**config.mk**
```make
export PLATFORM = sky130hd
export DESIGN_NAME = piso_dispatcher
export DESIGN_NICKNAME = d
export VERILOG_FILES = /design/src/rtl/larpix_pkg.sv /design/src/rtl/rr_priority_select.sv /design/src/rtl/piso_dispatcher.sv
export SDC_FILE = /design/constraint.sdc
export NUM_CORES = 1
export LEC_CHECK = 0
export CAP_MARGIN = 15
export CORE_MARGIN = 2
export CORE_UTILIZATION = 43
export DETAILED_ROUTE_END_ITERATION = 7
export PLACE_DENSITY = 0.83
export SYNTH_ARGS = -nofsm -noshare
export SYNTH_HDL_FRONTEND = slang
export SYNTH_HIERARCHICAL = 1
export SYNTH_SLANG_ARGS = --single-unit
```
**constraint.sdc**
```tcl
create_clock -name clk -period 2.2 [get_ports clk]
set_input_delay 0.44 -clock clk [delete_from_list [all_inputs] [get_ports clk]]
set_output_delay 0.44 -clock clk [all_outputs]
set_load 0.02 [all_outputs]
```
**src/rtl/larpix_pkg.sv**
```systemverilog
// Shared types and defaults for the PISO dispatch path.
package larpix_pkg;

  typedef enum logic [1:0] {
    ST_IDLE = 2'd0,
    ST_LOAD = 2'd1,
    ST_ACK  = 2'd2
  } disp_state_e;

  localparam int unsigned PKT_WIDTH_DEF   = 64;
  localparam int unsigned NUM_UARTS_DEF   = 4;
  localparam int unsigned ACK_TIMEOUT_DEF = 16;

  // Index width for a set of n items, never narrower than one bit.
  function automatic int unsigned idx_bits(input int unsigned n);
    return (n > 1) ? $clog2(n) : 1;
  endfunction

endpackage

```
**src/rtl/rr_priority_select.sv**
```systemverilog
// Combinational round-robin picker: first eligible lane at or after rr_ptr, wrapping.
module rr_priority_select #(
  parameter int unsigned NUM_UARTS = 4,
  parameter int unsigned LANE_W    = 2
) (
  input  logic [NUM_UARTS-1:0] eligible,
  input  logic [LANE_W-1:0]    rr_ptr,
  output logic                 grant_valid,
  output logic [LANE_W-1:0]    grant_idx
);

  logic [LANE_W-1:0] idx;

  always_comb begin
    grant_valid = 1'b0;
    grant_idx   = '0;
    idx         = '0;
    for (int unsigned k = 0; k < NUM_UARTS; k++) begin
      idx = LANE_W'((32'(rr_ptr) + k) % NUM_UARTS);
      if (!grant_valid && eligible[idx]) begin
        grant_valid = 1'b1;
        grant_idx   = idx;
      end
    end
  end

endmodule

```
**src/rtl/piso_dispatcher.sv**
```systemverilog
// Dispatches event-FIFO packets to PISO UART lanes, one in flight, round-robin.
module piso_dispatcher
  import larpix_pkg::*;
#(
  parameter int unsigned WIDTH       = PKT_WIDTH_DEF,
  parameter int unsigned NUM_UARTS   = NUM_UARTS_DEF,
  parameter int unsigned ACK_TIMEOUT = ACK_TIMEOUT_DEF
) (
  input  logic                 clk,
  input  logic                 reset_n,
  input  logic [NUM_UARTS-1:0] enable_piso,
  input  logic [WIDTH-1:0]     pkt_data,
  input  logic                 pkt_valid,
  output logic                 pkt_ready,
  input  logic [NUM_UARTS-1:0] tx_busy,
  output logic [WIDTH-1:0]     tx_data,
  output logic [NUM_UARTS-1:0] tx_load,
  output logic [15:0]          pkt_sent_count,
  output logic                 err_timeout,
  input  logic                 clr_err
);

  localparam int unsigned LANE_W = idx_bits(NUM_UARTS);
  localparam int unsigned TMO_W  = idx_bits(ACK_TIMEOUT + 1);

  disp_state_e           state_q, state_d;
  logic [LANE_W-1:0]     lane_q, lane_d;
  logic [LANE_W-1:0]     rr_q, rr_d;
  logic [TMO_W-1:0]      tmo_q, tmo_d;
  logic [WIDTH-1:0]      tx_data_d;
  logic [NUM_UARTS-1:0]  tx_load_d;
  logic [15:0]           cnt_d;
  logic                  err_d;

  logic [NUM_UARTS-1:0]  eligible;
  logic                  grant_valid;
  logic [LANE_W-1:0]     grant_idx;
  logic [LANE_W-1:0]     lane_after;

  assign eligible   = enable_piso & ~tx_busy;
  assign pkt_ready  = reset_n & (state_q == ST_IDLE) & grant_valid;
  assign lane_after = (lane_q == LANE_W'(NUM_UARTS - 1)) ? '0 : lane_q + LANE_W'(1);

  rr_priority_select #(
    .NUM_UARTS (NUM_UARTS),
    .LANE_W    (LANE_W)
  ) u_sel (
    .eligible    (eligible),
    .rr_ptr      (rr_q),
    .grant_valid (grant_valid),
    .grant_idx   (grant_idx)
  );

  // Next-state and datapath update; tx_load is high only for the LOAD cycle.
  always_comb begin
    state_d   = state_q;
    lane_d    = lane_q;
    rr_d      = rr_q;
    tmo_d     = tmo_q;
    tx_data_d = tx_data;
    tx_load_d = '0;
    cnt_d     = pkt_sent_count;
    err_d     = err_timeout & ~clr_err;

    case (state_q)
      ST_IDLE: begin
        if (pkt_valid && pkt_ready) begin
          tx_data_d = pkt_data;
          lane_d    = grant_idx;
          tx_load_d = NUM_UARTS'(1) << grant_idx;
          state_d   = ST_LOAD;
        end
      end
      ST_LOAD: begin
        tmo_d   = '0;
        state_d = ST_ACK;
      end
      ST_ACK: begin
        if (tx_busy[lane_q]) begin
          cnt_d   = pkt_sent_count + 16'd1;
          rr_d    = lane_after;
          tmo_d   = '0;
          state_d = ST_IDLE;
        end else if (tmo_q == TMO_W'(ACK_TIMEOUT - 1)) begin
          // Drop the packet but still move the pointer past the silent lane.
          err_d   = 1'b1;
          rr_d    = lane_after;
          tmo_d   = '0;
          state_d = ST_IDLE;
        end else begin
          tmo_d = tmo_q + TMO_W'(1);
        end
      end
      default: state_d = ST_IDLE;
    endcase
  end

  always_ff @(posedge clk or negedge reset_n) begin
    if (!reset_n) begin
      state_q        <= ST_IDLE;
      lane_q         <= '0;
      rr_q           <= '0;
      tmo_q          <= '0;
      tx_data        <= '0;
      tx_load        <= '0;
      pkt_sent_count <= '0;
      err_timeout    <= 1'b0;
    end else begin
      state_q        <= state_d;
      lane_q         <= lane_d;
      rr_q           <= rr_d;
      tmo_q          <= tmo_d;
      tx_data        <= tx_data_d;
      tx_load        <= tx_load_d;
      pkt_sent_count <= cnt_d;
      err_timeout    <= err_d;
    end
  end

endmodule

```
Yosys cells after proc, flatten, opt, wreduce, memory -nomap -nowiden

Cells that the tools add are included.

Add/sub/neg operators: 6
Magnitude comparators: 5
Equal/unequal tests: 6
Shifts and indexed selects: 1
Muxes and demuxes: 33
Bitwise logic cells: 6
Reductions and logical operators: 14

Operators by type and width:

| kind                                                                          | count |
|---|---|
| 2-bit two-way mux                                                             | 10 |
| 16-bit by 1-bit adder with 16-bit output (second input constant)              | 1 |
| 2-bit by 3-bit less-than comparator with 1-bit output (second input constant) | 5 |
| 1-bit two-way mux                                                             | 12 |
| 1-bit binary-select mux with 2-bit select                                     | 5 |
| 5-bit two-way mux                                                             | 2 |
| 5-bit case mux with 2 select lines                                            | 1 |
| 4-bit two-way mux                                                             | 2 |
| 2-bit AND reduction                                                           | 4 |
| 2-bit case mux with 3 select lines                                            | 1 |
| 5-bit by 1-bit adder with 5-bit output (second input constant)                | 1 |
| 5-bit by 4-bit == test with 1-bit output (second input constant)              | 1 |
| 2-bit by 1-bit adder with 2-bit output (second input constant)                | 2 |
| 2-bit adder (second input constant)                                           | 2 |
| 4-bit AND                                                                     | 1 |
| 2-bit == test (second input constant)                                         | 2 |
| 1-bit logical AND                                                             | 4 |
| 4-bit NOT                                                                     | 1 |
| 2-bit nonzero test                                                            | 2 |
| 1-bit by 2-bit << shifter with 4-bit output (first input constant)            | 1 |
| 1-bit AND                                                                     | 3 |
| 1-bit logical NOT                                                             | 3 |
| 3-bit inequality test (second input constant)                                 | 1 |
| 2-bit by 1-bit == test with 1-bit output (second input constant)              | 1 |
| 3 further kinds                                                               | 3 |

Register bits: 96
Input port bits: 76
Output and inout port bits: 86
Logic and storage cells: 79

Depth between registers and ports, before layout

Gate-level depths: netlist (run 1).

Depth in word-level cells: 18
Mapped depth: 10
Mapped depth without buffers: 7

Cells and area by module

Netlist (run 1), hierarchy kept.

By module, submodules not included:

| module             | instances | cells an instance | area each (um^2) | seq. area each (um^2) |
|---|---|---|---|---|
| piso_dispatcher    | 1         | 408               | 3896.2           | 2402.3 |
| rr_priority_select | 1         | 15                | 77.6             | 0.0 |

Least setup slack after synthesis (run 1)

Ideal clock, no wire load.

Path kind: input -> register
Start point: input enable_piso[0]
End point: register tx_data[50]
Setup time: 0.065 ns
Arrival time: 1.951 ns
Required time: 2.135 ns
Slack: 0.184 ns
Stages on the path: 10
Buffers on the path: 3
Path through: nor2b_1 inv_1 nand3_1 and3_1 and2_1 clkbuf_1 buf_2 buf_1 nand2_1 nand2_1

Word-level cells in the longest chain between the ends: 16
Elaborated cells between the ends (all ways): 22
Classes of those cells: mux: 12; bitwise: 2; reduce/logical: 8

RTL lines:

| what                                      | RTL line                 | source |
|---|---|---|
| start: declaration                        | piso_dispatcher.sv:11    | `input logic [NUM_UARTS-1:0] enable_piso,` |
| 4-bit AND (*)                             | piso_dispatcher.sv:40    | `assign eligible = enable_piso & ~tx_busy;` |
| 1-bit binary-select mux with 2-bit select | rr_priority_select.sv:20 | `if (!grant_valid && eligible[idx]) begin` |
| 1-bit two-way mux (not written as such)   | rr_priority_select.sv:20 |  |
| 1-bit two-way mux                         | rr_priority_select.sv:20 |  |
| 1-bit logical NOT                         | rr_priority_select.sv:20 |  |
| 1-bit logical AND                         | rr_priority_select.sv:20 |  |
| 1-bit two-way mux                         | rr_priority_select.sv:20 |  |
| 1-bit logical NOT                         | rr_priority_select.sv:20 |  |
| (+2 left out)                             | -                        |  |
| 1-bit logical NOT                         | rr_priority_select.sv:20 |  |
| 1-bit logical AND                         | rr_priority_select.sv:20 |  |
| 1-bit two-way mux (*)                     | rr_priority_select.sv:20 |  |
| net grant_valid                           | piso_dispatcher.sv:36    | `logic grant_valid;` |
| 1-bit AND (*)                             | piso_dispatcher.sv:41    | `assign pkt_ready = reset_n & (state_q == ST_IDLE) & grant_valid;` |
| net pkt_ready                             | piso_dispatcher.sv:14    | `output logic pkt_ready,` |
| 1-bit logical AND (*)                     | piso_dispatcher.sv:67    | `if (pkt_valid && pkt_ready) begin` |
| 2-bit AND reduction (no source line) (*)  | -                        |  |
| end signal: assignment                    | piso_dispatcher.sv:113   | `tx_data <= tx_data_d;` |
| end: declaration                          | piso_dispatcher.sv:16    | `output logic [WIDTH-1:0] tx_data,` |

The timed path passes the listed nets; every way through them passes the cells marked *. The select of a mux whose other input is x is not followed.
A chain may end at the register's enable or synchronous reset.

Worst setup path after layout (run 1)

Start point: input enable_piso[0]
End point: output pkt_ready

Word-level cells in the longest chain between the ends: 14
Elaborated cells between the ends (all ways): 20
Classes of those cells: mux: 12; bitwise: 2; reduce/logical: 6

RTL lines:

| what                                      | RTL line                 | source |
|---|---|---|
| 4-bit AND (*)                             | piso_dispatcher.sv:40    |  |
| net eligible[0]                           | piso_dispatcher.sv:35    | `logic [NUM_UARTS-1:0] eligible;` |
| 1-bit binary-select mux with 2-bit select | rr_priority_select.sv:20 |  |
| 1-bit two-way mux (not written as such)   | rr_priority_select.sv:20 |  |
| 1-bit two-way mux                         | rr_priority_select.sv:20 |  |
| 1-bit logical NOT                         | rr_priority_select.sv:20 |  |
| 1-bit logical AND                         | rr_priority_select.sv:20 |  |
| 1-bit two-way mux                         | rr_priority_select.sv:20 |  |
| 1-bit logical NOT                         | rr_priority_select.sv:20 |  |
| 1-bit logical AND                         | rr_priority_select.sv:20 |  |
| 1-bit two-way mux                         | rr_priority_select.sv:20 |  |
| 1-bit logical NOT                         | rr_priority_select.sv:20 |  |
| 1-bit logical AND                         | rr_priority_select.sv:20 |  |
| 1-bit two-way mux (*)                     | rr_priority_select.sv:20 |  |
| net grant_valid                           | piso_dispatcher.sv:36    |  |
| 1-bit AND (*)                             | piso_dispatcher.sv:41    |  |
| end: declaration                          | piso_dispatcher.sv:14    |  |

Marks and branches as above.

==> summary.md, run 1 <==
| Metric | Value |
|---|---|
| Die height | `100 um` |
| Yosys cell types | `39` |
| Post-synthesis cell area | `0.00397 mm^2` |
| Worst reg2reg path depth | `3` |
| Num Clock Sinks | `96` |
| Internal | `4.64 mW` |
| Reg-to-reg slack, setup | `320 ps` |
| Pre-CTS WS | `-317 ps` |
| Ys async rst share | `100%` |
| Syn Nets | `505` |
| Number of global-route vias before repair | `3585` |
| Warning count from the yosys run | `6` |
| Worst reg2reg path endpoint | `rr_q[1]` |
| Largest net degree at the start of global routing | `52` |
| Clk_lat worst skew | `360 ps` |
| GRT Util Overall | `20.6%` |
| Flops & latches, synth | `96` |
| Clock power share | `15.8%` |
| Clock transition at path regs | `100 ps` |
| GPL Wtd Cong | `0.779` |
| Fillers | `777` |
| Grt ovf | `0` |
| Detailed Place HPWL | `7480 um` |
| Initial DRC Count | `161` |
| Cell Chain, Critical Path | `clkdlybuf4s50_1, nor2b_1, inv_1, nand3_1, and3_1, buf_2` |
| FF-to-FF Start | `lane_q[0]` |
| Cells after Synth | `423` |
| Final #Nets | `680` |
| Setup crit start | `enable_piso[0]` |
| RSZ-0062 raised after global routing | `no` |
| Gate power share | `45.9%` |
| First-pass GRT wire length | `16300 um` |
| Fmax | `484 MHz` |
| Post CTS Setup Buffer Count | `0` |
| IO Count | `162` |
| Die Area | `0.0100 mm^2` |
| Main synth FF type | `dfrtp_1` |
| Crit path launch type | `input port` |
| Chip width | `100 um` |
| Worst Clk Skew | `11.4 ps` |
| Layout area overhead | `52.5%` |
| WHS | `192 ps` |
| Slowest cell on the critical path | `clkdlybuf4s50_1` |
| Antenna violations before repair | `0` |
| Placed Area | `0.00585 mm^2` |
| Max VDD drop | `0.647 mV` |
| Fin cells | `713` |
| Max Cap Violations | `0` |
| Routed vias/inst | `4.87` |
| CTS Buf Count | `9` |
| WS Path Type | `in -> out` |
| Power density cells | `1230 mW/mm^2` |
| DP Cell Count | `698` |
| Sequential group share of total power | `38.2%` |
| Core ar. | `0.00911 mm^2` |
| Critical path arrival | `1630 ps` |
| Most frequent cell after synthesis | `nand2_1` |
| Final wirelength | `10100 um` |
| Worst min path class | `in -> async` |
| CTS Hold Bufs | `0` |
| CTS max path bufs | `2` |
| Sw Ratio | `37.9%` |
| Diodes inserted | `0` |
| Top-area cell type share of the netlist area | `60.5%` |
| Cell taking the most area after synthesis | `dfrtp_1` |
| Leak pwr | `2.92 nW` |
| Max-slew violation count | `0` |
| CP required | `1760 ps` |
| Fin crit period | `2070 ps` |
| Layout cells sized above 1 | `8.97%` |
| Cell area after layout | `0.00606 mm^2` |
| Antenna Nets Post-Route | `0` |
| Register area share after synthesis | `60.5%` |
| Row count | `35` |
| Post-route setup TNS | `0 ps` |
| Synth Area per Inst | `9.39 um^2` |
| # DRC | `0` |
| Starting Density | `43.6%` |
| Switching Power | `2.83 mW` |
| # setup viols final | `0` |
| Post-synth EDFFs | `0` |
| Setup crit end kind | `output port` |
| Drt pass-1 iters | `4` |
| Status | `finished clean` |
| Max incr delay on CP | `460 ps` |
| CP max FO | `2` |
| WL/cell | `14.2 um` |
| DR vias | `3474` |
| Relative slew margins | `57.0%` |
| Period utilization | `94.0%` |
| CTS tree | `done` |
| Htree depth | `3` |
| Fin. Hold Viols | `0` |
| Post-synth top cells | `211 x nand2_1, 96 x dfrtp_1, 11 x clkbuf_1` |
| Main area contributors after synthesis | `dfrtp_1 60%, nand2_1 20%, xor2_1 2.0%, ha_1 1.9%, xnor2_1 1.3%` |
| Worst slew pin tran | `645 ps` |
| Final WS setup | `133 ps` |
| I/O Buffers | `161` |
| Clk root buf | `clkbuf_8` |
==> placed cells by master, fill, tap and decap left out, drive strengths merged, types with 6 or more instances in the layout <==
master,instances
buf,20
clkbuf,10
clkdlybuf4s50,159
dfrtp,96
ha,6
inv,12
nand2,211
nand3,8
nor2,8
o21ai,9
xnor2,6
xor2,9
==> timing repair <==
action                                  4_1_cts  5_1_grt
endpoints found under the hold margin         0        0
resized for setup                             3        5
endpoints found under the setup margin        1        1
==> critical path, delay by kind of cell <==
kind,cells,cell delay [ps]
simple gates,3,480
buf+inv,3,720
==> layout make-up <==
| class | count | area [um^2] | area share [%] |
|---|---|---|---|
| clock buffer | 10 | 138 | 2.27 |
| multi-input combinational | 301 | 1480 | 24.5 |
| inverter | 11 | 41.3 | 0.681 |
| tap | 111 | 139 | 2.29 |
| sequential | 96 | 2400 | 39.6 |
| clock inverter | 5 | 66.3 | 1.09 |
| timing repair buffer | 179 | 1790 | 29.5 |
==> power groups by stage <==
| stage | clock network, mW | registers [mW] | logic, mW |
|---|---|---|---|
| after floorplan | 0 | 3.57 | 0.925 |
| after global placement | 0 | 2.85 | 3.37 |
| after detailed placement | 0 | 2.88 | 3.47 |
| after CTS | 1.22 | 2.87 | 3.47 |
| after global routing | 1.30 | 2.95 | 3.70 |
| final | 1.18 | 2.86 | 3.43 |
==> layer usage <==
layer	share of wire [%]	up-vias	global-route usage [%]
met1	41	1642	23.8
met4	2.0	0	6.32
met5	0	-	0
li1	-	1687	-
met2	51	125	36.3
met3	6.3	20	6.82
==> kinds of logic after synthesis <==
family | count (synthesis) | share of synthesized area (%)
xor gates and xnor gates | 15 | 3.31
buffers and inverters | 26 | 2.55
and+or+nand+nor | 256 | 27.1
adders and majority gates | 6 | 1.89
muxes | 5 | 1.76
AOI/OAI and AO/OA | 19 | 2.90
DFF | 96 | 60.5
==> stage by stage <==
stage / power (mW) / util [%]
6_report: 7.48 / 66.5
3_5_place_dp: 6.35 / 64.2
2_1_floorplan: 4.50 / -
5_1_grt: 7.95 / 66.5
4_1_cts: 7.55 / 66.5
3_3_place_gp: 6.21 / 64.2
==> state kept, by name (all words and copies together), names as in the netlist <==
signal / cells
pkt_sent_count: 16
tmo_q: 5
tx_data: 64
state_q: 2
rr_q: 2
tx_load: 4
lane_q: 2
err_timeout: 1
==> worst max-delay path by stage <==
| stage | to | slack (ps) | cells past startpoint |
|---|---|---|---|
| 6_report | pkt_ready | 130 | 6 |
| 5_1_grt | pkt_ready | 70 | 6 |
| 4_1_cts | pkt_ready | 10 | 6 |
| 3_5_place_dp | pkt_ready | -320 | 6 |
| 3_3_place_gp | pkt_ready | -300 | 6 |
| 2_1_floorplan | tx_data[50] | 180 | 10 |
(Power assumes the default switching activity.)
==> run 2: changes to the inputs <==
CORE_ASPECT_RATIO = 1.5   (was not set)
==> run 2 against run 1 <==
Utilization grew 0.56 points. Hold slack better by 14 ps. Final cell count down 0.14%. Routed wire length down 1.1%. Critical endpoint unchanged. Largest power group unchanged.
==> summary.md, run 2 (synthesis gave the netlist of run 1 again) <==
| Metric | Value |
|---|---|
| Switching Power | `2.84 mW` |
| Clock transition at path regs | `70 ps` |
| Max VDD drop | `0.704 mV` |
| WS Path Type | `in -> out` |
| Fin cells | `712` |
| Reg with most FFs | `tx_data` |
| CTS Buf Count | `9` |
| Starting Density | `43.7%` |
| Worst slew pin tran | `628 ps` |
| Sequential group share of total power | `36.5%` |
| Crit path launch type | `input port` |
| # DRC | `0` |
| Core Util, Final | `67.1%` |
| I/O Buffers | `161` |
| Clk_lat worst skew | `340 ps` |
| Row count | `43` |
| Leak pwr | `2.93 nW` |
| Fin. Hold Viols | `0` |
| Final #Nets | `677` |
| Diodes inserted | `0` |
| Antenna violations before repair | `0` |
| Gate power share | `43.7%` |
| Most common library cell in the layout ignoring fill and taps | `nand2_1` |
| Power density cells | `1280 mW/mm^2` |
| DR vias | `3443` |
| Die height | `122 um` |
| IO Count | `162` |
| Worst min path class | `in -> async` |
| Period utilization | `92.3%` |
| Post CTS Setup Buffer Count | `0` |
| WL/cell | `14.1 um` |
| Status | `finished clean` |
| Clock power share | `19.8%` |
| Fin crit period | `2030 ps` |
| GRT Util Overall | `20.8%` |
| Die Area | `0.0100 mm^2` |
| Max reg flops | `64` |
| Relative slew margins | `58.2%` |
| Clk root buf | `clkbuf_16` |
| CTS tree | `done` |
| Most frequent cells in the layout | `210 x nand2_1, 159 x clkdlybuf4s50_1, 96 x dfrtp_1` |
| Sw Ratio | `36.4%` |
| CTS Hold Bufs | `0` |
| DP Cell Count | `696` |
| Routed vias/inst | `4.84` |
| Setup crit end kind | `output port` |
| Max Cap Violations | `0` |
| Htree depth | `3` |
| Largest net degree at the start of global routing | `50` |
| # setup viols final | `0` |
| Chip width | `82.5 um` |
| First-pass GRT wire length | `16100 um` |
| Internal | `4.97 mW` |
| Layout area overhead | `53.5%` |
| Final wirelength | `10000 um` |
| Antenna Nets Post-Route | `0` |
| Fmax | `492 MHz` |
| CTS max path bufs | `2` |
| Worst Clk Skew | `10.3 ps` |
| Critical path arrival | `1590 ps` |
| Grt ovf | `0` |
| RSZ-0062 raised after global routing | `no` |
| Initial DRC Count | `180` |
| Layout cells sized above 1 | `7.67%` |
| Core ar. | `0.00909 mm^2` |
| Num Clock Sinks | `96` |
| Post-route setup TNS | `0 ps` |
| Fillers | `729` |
| Drt pass-1 iters | `4` |
| Detailed Place HPWL | `7500 um` |
| Max-slew violation count | `0` |
| Setup crit start | `tx_busy[3]` |
| CP required | `1760 ps` |
| Regs by FF count | `tx_data: 64 flops, pkt_sent_count: 16 flops, tmo_q: 5 flops` |
| FF-to-FF Start | `lane_q[0]` |
| GPL Wtd Cong | `0.790` |
| Number of global-route vias before repair | `3468` |
| CP max FO | `2` |
==> run 2: cell types whose count changed in the layout (fill, tap and decap cells not counted), sizes merged <==
| cell | delta |
|---|---|
| clkbuf | +3 |
| clkinv | -1 |
| inv | -1 |
| buf | -4 |
| clkinvlp | +1 |
==> run 2: final cells by class <==
class / instances / area [um^2] / share of cell area, %
clock inverters: 4 / 53.8 / 0.882
clock buffers: 12 / 246 / 4.04
well taps: 112 / 140 / 2.30
inverters: 11 / 41.3 / 0.677
multi-input cells: 301 / 1470 / 24.2
repair buffers: 176 / 1740 / 28.6
flip-flops and latches: 96 / 2400 / 39.4
==> run 2: per-layer routing <==
metal  up-vias  share of wire (%)  track usage, %
met1      1655                 39            24.3
met3        11                5.4            4.22
met5         -                  0               0
met4         0                1.8            7.89
met2       106                 54            36.6
li1       1671                  -               -
==> run 2: worst paths after layout <==
path	endpoint	slack, ps	depth (start not counted)
min in group clk	pkt_sent_count[15]	470	1
setup reg to reg	rr_q[1]	370	3
hold reg to reg	pkt_sent_count[15]	470	1
max in group asynchronous	tx_data[0]	960	3
hold / removal	rr_q[0]	210	2
setup / recovery	pkt_ready	170	6
==> run 2: critical path: stages <==
cell and delay (ps):
clkdlybuf4s50_1 490, nor2b_1 60, nor2_1 150, nand3_1 100, and3_1 190, clkbuf_2 150
==> run 2: repair_timing <==
| action | in CTS | in global routing |
|---|---|---|
| hold endpoints to repair | 0 | 0 |
| endpoints found under the setup margin | 1 | 1 |
| gates resized for setup | 1 | 2 |
| cloned | 0 | 0 |
==> run 2: through the flow <==
| stage | hold slack, ps | power (mW) | worst slack [ps] | instance area (um^2) |
|---|---|---|---|---|
| after floorplan | 144 | 4.50 | 184 | 3970 |
| after global placement | 457 | 6.20 | -215 | 5800 |
| after detailed placement | 462 | 6.31 | -259 | 5800 |
| after CTS | 227 | 7.89 | 3.12 | 6100 |
| after global routing | 265 | 8.26 | 101 | 6100 |
| final | 206 | 7.80 | 169 | 6100 |
==> run 2: power groups by stage <==
stage          combinational [mW]  clock [mW]  sequential (mW)
2_1_floorplan               0.925           0             3.57
3_3_place_gp                 3.36           0             2.84
3_5_place_dp                 3.44           0             2.87
4_1_cts                      3.45        1.58             2.85
5_1_grt                      3.67        1.66             2.93
6_report                     3.41        1.55             2.85
==> run 3: changes to the inputs <==
CAP_MARGIN = 40   (was 15)
==> results of run 3 <==
Final layout, timing and power as in run 2 (identical DEF).
